## config.mk

```make
export PLATFORM = sky130hd
export DESIGN_NAME = regfile_write_arbiter
export DESIGN_NICKNAME = d
export VERILOG_FILES = /design/src/rtl/regfile_write_arbiter.sv
export SDC_FILE = /design/constraint.sdc
export NUM_CORES = 1
export LEC_CHECK = 0
export CAP_MARGIN = 20
export CORE_MARGIN = 5
export CORE_UTILIZATION = 35
export DETAILED_ROUTE_END_ITERATION = 12
export PLACE_DENSITY = 0.83
export SYNTH_ARGS = -nofsm -noshare
export SYNTH_HDL_FRONTEND = slang
export SYNTH_SLANG_ARGS = --single-unit
```

## constraint.sdc

```tcl
create_clock -name clk -period 2 [get_ports clk]
set_clock_uncertainty 0.2 [all_clocks]
set_input_delay 0.2 -clock clk [delete_from_list [all_inputs] [get_ports clk]]
set_output_delay 0.2 -clock clk [all_outputs]
set_load 0.005 [all_outputs]
```

## src/rtl/regfile_write_arbiter.sv

```systemverilog
// rtl/regfile_write_arbiter.sv - two-requester round-robin register-file write arbiter
module regfile_write_arbiter #(
  parameter int N    = 64,
  parameter int REGS = 32
) (
  input  logic            clk,
  input  logic            reset,
  input  logic            stall,
  input  logic            req0_valid,
  input  logic [4:0]      req0_addr,
  input  logic [N-1:0]    req0_data,
  input  logic            req1_valid,
  input  logic [4:0]      req1_addr,
  input  logic [N-1:0]    req1_data,
  output logic            req0_ready,
  output logic            req1_ready,
  output logic [REGS-1:0] wr_load,
  output logic [4:0]      wr_addr,
  output logic [N-1:0]    wr_data,
  output logic            wr_valid,
  output logic [7:0]      x0_drops
);

  // 1 means requester 1 won most recently, so requester 0 wins the next tie
  logic            r_last_grant;
  logic            r_wr_valid;
  logic [4:0]      r_wr_addr;
  logic [N-1:0]    r_wr_data;
  logic [REGS-1:0] r_wr_load;
  logic [7:0]      r_x0_drops;

  logic            w_grant0;
  logic            w_grant1;
  logic            w_fire;
  logic [4:0]      w_addr;
  logic [N-1:0]    w_data;
  logic [REGS-1:0] w_onehot;

  // Grant selection: nothing while held in reset or stalled, round-robin on contention
  always_comb begin
    w_grant0 = 1'b0;
    w_grant1 = 1'b0;
    if (reset && !stall) begin
      if (req0_valid && req1_valid) begin
        w_grant0 = r_last_grant;
        w_grant1 = !r_last_grant;
      end else begin
        w_grant0 = req0_valid;
        w_grant1 = req1_valid;
      end
    end
  end

  assign w_fire   = w_grant0 | w_grant1;
  assign w_addr   = w_grant1 ? req1_addr : req0_addr;
  assign w_data   = w_grant1 ? req1_data : req0_data;
  assign w_onehot = {{(REGS-1){1'b0}}, 1'b1} << w_addr;

  // Register the accepted write one cycle; x0 writes are committed but never loaded
  always_ff @(posedge clk or negedge reset) begin
    if (!reset) begin
      r_last_grant <= 1'b1;
      r_wr_valid   <= 1'b0;
      r_wr_addr    <= '0;
      r_wr_data    <= '0;
      r_wr_load    <= '0;
      r_x0_drops   <= '0;
    end else begin
      r_wr_valid <= w_fire;
      r_wr_load  <= (w_fire && (w_addr != 5'd0)) ? w_onehot : '0;
      if (w_fire) begin
        r_last_grant <= w_grant1;
        r_wr_addr    <= w_addr;
        r_wr_data    <= w_data;
        if ((w_addr == 5'd0) && (r_x0_drops != 8'hFF)) begin
          r_x0_drops <= r_x0_drops + 8'd1;
        end
      end
    end
  end

  assign req0_ready = w_grant0;
  assign req1_ready = w_grant1;
  assign wr_valid   = r_wr_valid;
  assign wr_addr    = r_wr_addr;
  assign wr_data    = r_wr_data;
  assign wr_load    = r_wr_load;
  assign x0_drops   = r_x0_drops;

endmodule

```

==> flow_summary.yaml, run 1 <==
outcome:
  status: "finished clean"
pwr:
  p_sw_mw: 1.536
  seqPwrFrac_pct: 44.1
  clockPowerShare_pct: 30.8
  switching_share_pct: 25.73
  irDropWorstVdd_mv: 0.3916
  p_per_area_mw_per_mm2: 722.4
  p_leak_nw: 3.486
  p_int_mw: 4.433
  comb_power_share_pct: 25.1
placement:
  place.gp.congestion: 0.8543
  detailed_place_hpwl_um: 11960
  post_dp_cell_area_sq_mm: 0.007775
  port_buffers: 254
synth:
  synth_cell_types: 34
  syn_inst: 525
  yosysTopAreaCell: "dfrtp_1"
  yosysMostFrequentCell: "nand2_1"
  ys_seq_area_share_pct: 58.66
  synth_top_area_share_pct: 58.11
  syn_area_sq_mm: 0.004737
  syn_nets: 669
  async_reset_ff_share_pct: 100.0
  synth-edff-count: 0
  syn_avg_cell_area_sq_um: 9.023
  synth_common_cells: "145 x nand2_1, 110 x dfrtp_1, 103 x nor2_1"
  ys_ff_latch: 111
  ys.flop_type: "dfrtp_1"
  yosysWarnings: 0
  synth.area.top_cells: "dfrtp_1 58%, nand2_1 11%, a31oi_1 9.8%, nor2_1 8.2%, clkbuf_1 1.7%"
global_route:
  antenna_found_initial: 0
  grt_pass1_wl_um: 24250
  grt_overflow: 0
  grt_use_total_pct: 19.07
  grt_pass1_vias: 4630
  grt_max_degree: 74
route:
  drt-total-wl_um: 16150
  vias: 4841
  avgRoutedWirePerCell_um: 16.36
  drtIter0Drc: 236
  drt_first_pass_iters: 4
  detail-route-antenna-nets: 0
  drc: 0
  vias_per_cell: 4.905
clock_network:
  path_clk_slew_ps: 80
  cts_buffer_depth: 2
  cts_tree: "built"
  clock_sinks: 111
  clock_latency_ps: 340
  root_buffer: "clkbuf_16"
  cts_made_buffers: 9
  htreeDepth: 3
cells_and_area:
  n_antenna_cell: 0
  final_cell_area_sq_mm: 0.008263
  drive_gt1_share_pct: 11.10
  syn_to_final_growth_pct: 74.43
  layout.nets: 950
floorplan:
  rows: 42
  ios: 255
  start_util_pct: 35.77
  die_w_um: 126.3
  core-area_sq_mm: 0.01324
  die_y_um: 126.3
  dieArea_sq_mm: 0.01596
timing:
  fin_crit_ps: 1949
  slew_headroom_pct: 38.35
  tightest_slew_ps: 924.8
  holdWs_ps: 203.7
  period_share_pct: 97.46
  finalSetupViolations: 0
  finalHoldViolCount: 0
  rsz0062_at_grt: "true"
  max_freq_mhz: 513.0
  slew_viol_final: 0
worst_setup_path:
  startpoint_type: "flop"
  r2r_slack_ps: 50
  crit_required_ps: 2040
  crit_fanout: 7
  worstSetupPathType: "reg2reg"
  rr_worst_depth: 9
  crit_end: "wr_load[19]$_DFF_PN0_"
  r2r-end: "wr_load[19]$_DFF_PN0_"
  worstPathArrival_ps: 1990
  r2r_start: "r_last_grant$_DFFE_PN1P_"
  crit_start: "r_last_grant$_DFFE_PN1P_"
  cp-end-kind: "flop"
job:
  drv_cap: 0
worst_hold_path:
  min_path_type: "in2reg"
cell type report:
class / count / area [sq um]
sequential: 111 / 2779
multi-input combinational: 375 / 1898
tap: 176 / 220.2
fill: 1098 / 4980
clock buffer: 10 / 239.0
timing repair buffer: 305 / 3034
clock inverter: 6 / 70.07
inverter: 4 / 22.52
state kept, by name, indices dropped and copies added (netlist names):
name,flops
wr_valid,1
wr_data,64
x0_drops,8
wr_load,32
r_last_grant,1
wr_addr,5
stage by stage:
| step | util (%) | worst slack [ps] | std cells | TNS (ps) | power [mW] |
|---|---|---|---|---|---|
| final | 62.40 | 50.79 | 987 | 0 | 5.969 |
| after detailed placement | 58.71 | -367.8 | 966 | -24440 | 4.148 |
| after global routing | 62.40 | -32.35 | 987 | -194.8 | 6.254 |
| after CTS | 61.44 | -0.6151 | 985 | -0.6151 | 6.008 |
| after global placement | 58.71 | -336.9 | 966 | -19580 | 4.108 |
| after floorplan | - | 5.110 | 525 | 0 | 3.087 |
metal layers:
metal	up-vias	GRT usage (%)	share of wire, %
met5	-	0	0
met4	0	6.751	2.1
met3	29	5.464	8.6
met2	201	32.96	51
met1	2290	22.79	39
li1	2321	-	-
power by group through the flow:
stage	clock [mW]	combinational, mW	sequential [mW]
finish	1.84	1.50	2.63
global route	1.96	1.63	2.67
CTS	1.88	1.49	2.63
detailed placement	0	1.47	2.68
global placement	0	1.45	2.66
floorplan	0	0.393	2.69
logic make-up (layout without fill, tap and decap cells):
kind of cell    after synthesis  count (layout)  share of synthesized area [%]
compound gates               85              85                          11.81
xor+xnor                      7               7                          1.294
fa+ha+maj                     1               1                         0.2641
buf+inv                      39             325                          3.328
flops                       111             111                          58.66
mux                           2               2                         0.4490
other cells                   1               1                        0.07916
simple gates                279             279                          24.12
cell usage in the layout (no fill, tap or decap), drive strengths merged, types with 5 or more instances in the layout:
cell	Yosys	final
clkbuf	21	11
nand2	145	145
dfrtp	110	110
o21ai	5	5
clkinv	0	5
nor2	103	103
xnor2	6	6
clkdlybuf4s50	0	251
a31oi	74	74
buf	14	50
and3	6	6
worst max-delay path: stages (launching register included):
cell and delay [ps]:
dfstp_2 560, a21boi_4 70, buf_4 160, nand2_8 80, inv_6 50, buf_12 130, and4b_1 200, a31oi_1 180
buf_4 160, nor2_1 40
worst min-delay path by stage:
stage,slack [ps],cells past startpoint,from,endpoint
5_1_grt,200,3,req1_data[51],wr_data[51]$_DFFE_PN0P_
2_1_floorplan,-300,0,reset,wr_addr[0]$_DFFE_PN0P_
3_3_place_gp,80,2,reset,x0_drops[4]$_DFFE_PN0P_
4_1_cts,190,3,req1_data[48],wr_data[48]$_DFFE_PN0P_
3_5_place_dp,100,2,reset,x0_drops[5]$_DFFE_PN0P_
6_report,200,3,req1_data[48],wr_data[48]$_DFFE_PN0P_
timing repair:
item / 4_1_cts / 5_1_grt
hold buffers: 2 / 0
cloned: 0 / 1
endpoints found under the setup margin: 4 / 89
gates resized for setup: 6 / 19
pin swaps: 0 / 2
buffers inserted: 1 / 1
hold endpoints to repair: 38 / 0
No activity file was read; power rests on OpenSTA's default activity.
==> run 2, diff against run 1 <==
PLACE_DENSITY = default   (was 0.83)
PLACE_DENSITY_LB_ADDON = 0.12   (was default)
==> run 2 against run 1 <==
Net effect: the run now ends with hold timing left; power grew 3.3%; critical path depth shrank 4; wire length shrank 3.9%; worst setup slack got worse by 42 ps; clock power grew 12%; sequential share of layout area up 0.37 points; core utilization fell by 0.67 points; combinational power is essentially flat; die area unchanged; non-clock buffer count shrank 3; hold slack worse by 420 ps; largest power group unchanged; highest routed layer unchanged.
==> flow_summary.yaml, run 2 (synthesis results as in run 1) <==
clock_network:
  root_buffer: "clkbuf_16"
  clock_sinks: 111
  cts_tree: "built"
  htreeDepth: 3
  clock_latency_ps: 340
  cts_buffer_depth: 2
  path_clk_slew_ps: 70
  cts_made_buffers: 9
timing:
  tightest_slew_ps: 805.1
  slew_headroom_pct: 46.33
  rsz0062_at_grt: "true"
  period_share_pct: 99.56
  slew_viol_final: 0
  holdWs_ps: -211.5
  finalSetupViolations: 0
  max_freq_mhz: 502.2
  fin_crit_ps: 1991
  finalHoldViolCount: 51
global_route:
  grt_use_met3_pct: 5.801
  grtUsageMet1_pct: 22.63
  grt_pass1_wl_um: 24540
  grt_max_degree: 61
  antenna_found_initial: 0
  grt_use_total_pct: 19.08
  busiest_layer: "met2"
  grt_pass1_vias: 4747
  met2_usage_pct: 33.33
  grt_overflow: 0
route:
  drt-total-wl_um: 15530
  vias: 4736
  drc: 0
  vias_per_cell: 4.813
  drt_first_pass_iters: 5
  drtIter0Drc: 297
  detail-route-antenna-nets: 0
  avgRoutedWirePerCell_um: 15.78
cells_and_area:
  final_cell_mix: "251 x clkdlybuf4s50_1, 144 x nand2_1, 110 x dfrtp_1"
  largest_reg_flops: 64
  final_cell_area_sq_mm: 0.008174
  syn_to_final_growth_pct: 72.56
  layout.nets: 947
  n_antenna_cell: 0
  drive_gt1_share_pct: 9.653
  layout_commonest_cell: "clkdlybuf4s50_1"
placement:
  port_buffers: 254
  post_dp_cell_area_sq_mm: 0.007770
  detailed_place_hpwl_um: 11680
  place.gp.congestion: 0.8488
worst_setup_path:
  worstSetupPathType: "reg2reg"
  worstPathArrival_ps: 2020
  crit_start: "r_last_grant$_DFFE_PN1P_"
  cp-end-kind: "flop"
  startpoint_type: "flop"
  crit_chain: "a21boi_4 > mux2i_1 > a2111oi_4 > buf_4 > mux2_4"
  crit_fanout: 8
  crit_required_ps: 2030
  slowest_stage: "dfstp_2"
  r2r_start: "r_last_grant$_DFFE_PN1P_"
  critPathMaxStageDelay_ps: 560
  rr_worst_depth: 5
outcome:
  violations: "hold timing"
  status: "complete, but fails checks"
pwr:
  p_leak_nw: 3.485
  irDropWorstVdd_mv: 0.4719
  p_per_area_mw_per_mm2: 754.5
  total_power_mw: 6.168
worst_hold_path:
  min_path_type: "in2async"
floorplan:
  dieArea_sq_mm: 0.01596
  ios: 255
  core-area_sq_mm: 0.01324
  die_y_um: 126.3
  die_w_um: 126.3
  rows: 42
  start_util_pct: 35.77
job:
  drv_cap: 0
run 2: cell count changes in the layout (fill, tap and decap cells not counted), moves of 2 or more:
cell / before / now
nor3_2: 3 / 1
nor4b_2: 3 / 0
nor4b_1: 0 / 3
clkinv_4: 4 / 0
bufinv_16: 1 / 3
buf_4: 41 / 44
nor3_1: 1 / 3
buf_6: 3 / 0
run 2: worst paths after layout:
check | slack (ps) | to
setup reg to reg | 9 | x0_drops[1]$_DFFE_PN0P_
setup / recovery | 9 | x0_drops[1]$_DFFE_PN0P_
hold / removal | -210 | wr_load[31]$_DFF_PN0_
max in group asynchronous | 540 | wr_data[57]$_DFFE_PN0P_
hold reg to reg | 320 | x0_drops[6]$_DFFE_PN0P_
min in group clk | 210 | wr_data[29]$_DFFE_PN0P_
run 2: area by class of cell:
type	instances	area (sq um)
fill	1183	5069
inverter	4	22.52
tap	176	220.2
clock buffer	11	242.7
sequential	111	2779
clock inverter	5	103.9
timing repair buffer	302	2964
multi-input combinational	375	1842
run 2: power by group:
group	internal, mW	switching (mW)	total (mW)
Combinational	0.909	0.557	1.47
Sequential	2.50	0.135	2.63
Clock	1.26	0.807	2.07
Total	4.67	1.50	6.17
run 2: metal layers:
layer	vias to the layer above	wire, um
met1	2222	6115
met3	18	1230
li1	2318	-
met4	0	257
met5	-	0
met2	178	7926
run 2: critical path: cells and delay by family, from the launching register on:
kind,cells,cell delay (ps)
flip-flops,1,560
multiplexers,2,490
buffers and inverters,1,210
AO/OA/AOI/OAI,2,420
run 2: stage by stage:
stage / instances / hold WS, ps / utilization (%) / setup slack, ps / TNS, ps
final: 984 / -211.5 / 61.73 / 8.777 / 0
after global placement: 966 / 173.6 / 58.67 / -298.4 / -16930
after CTS: 983 / -195.5 / 61.50 / -94.14 / -129.3
after floorplan: 525 / -295.6 / - / 5.110 / 0
after global routing: 984 / -147.2 / 61.73 / -75.45 / -212.7
after detailed placement: 966 / 178.0 / 58.67 / -328.4 / -20540
run 2: repair_timing:
item / 4_1_cts / 5_1_grt
endpoints found under the hold margin: 51 / 51
buffers inserted: 1 / 1
setup endpoints to repair: 4 / 16
pin swaps: 0 / 8
gates resized for setup: 6 / 5
cloned: 0 / 0
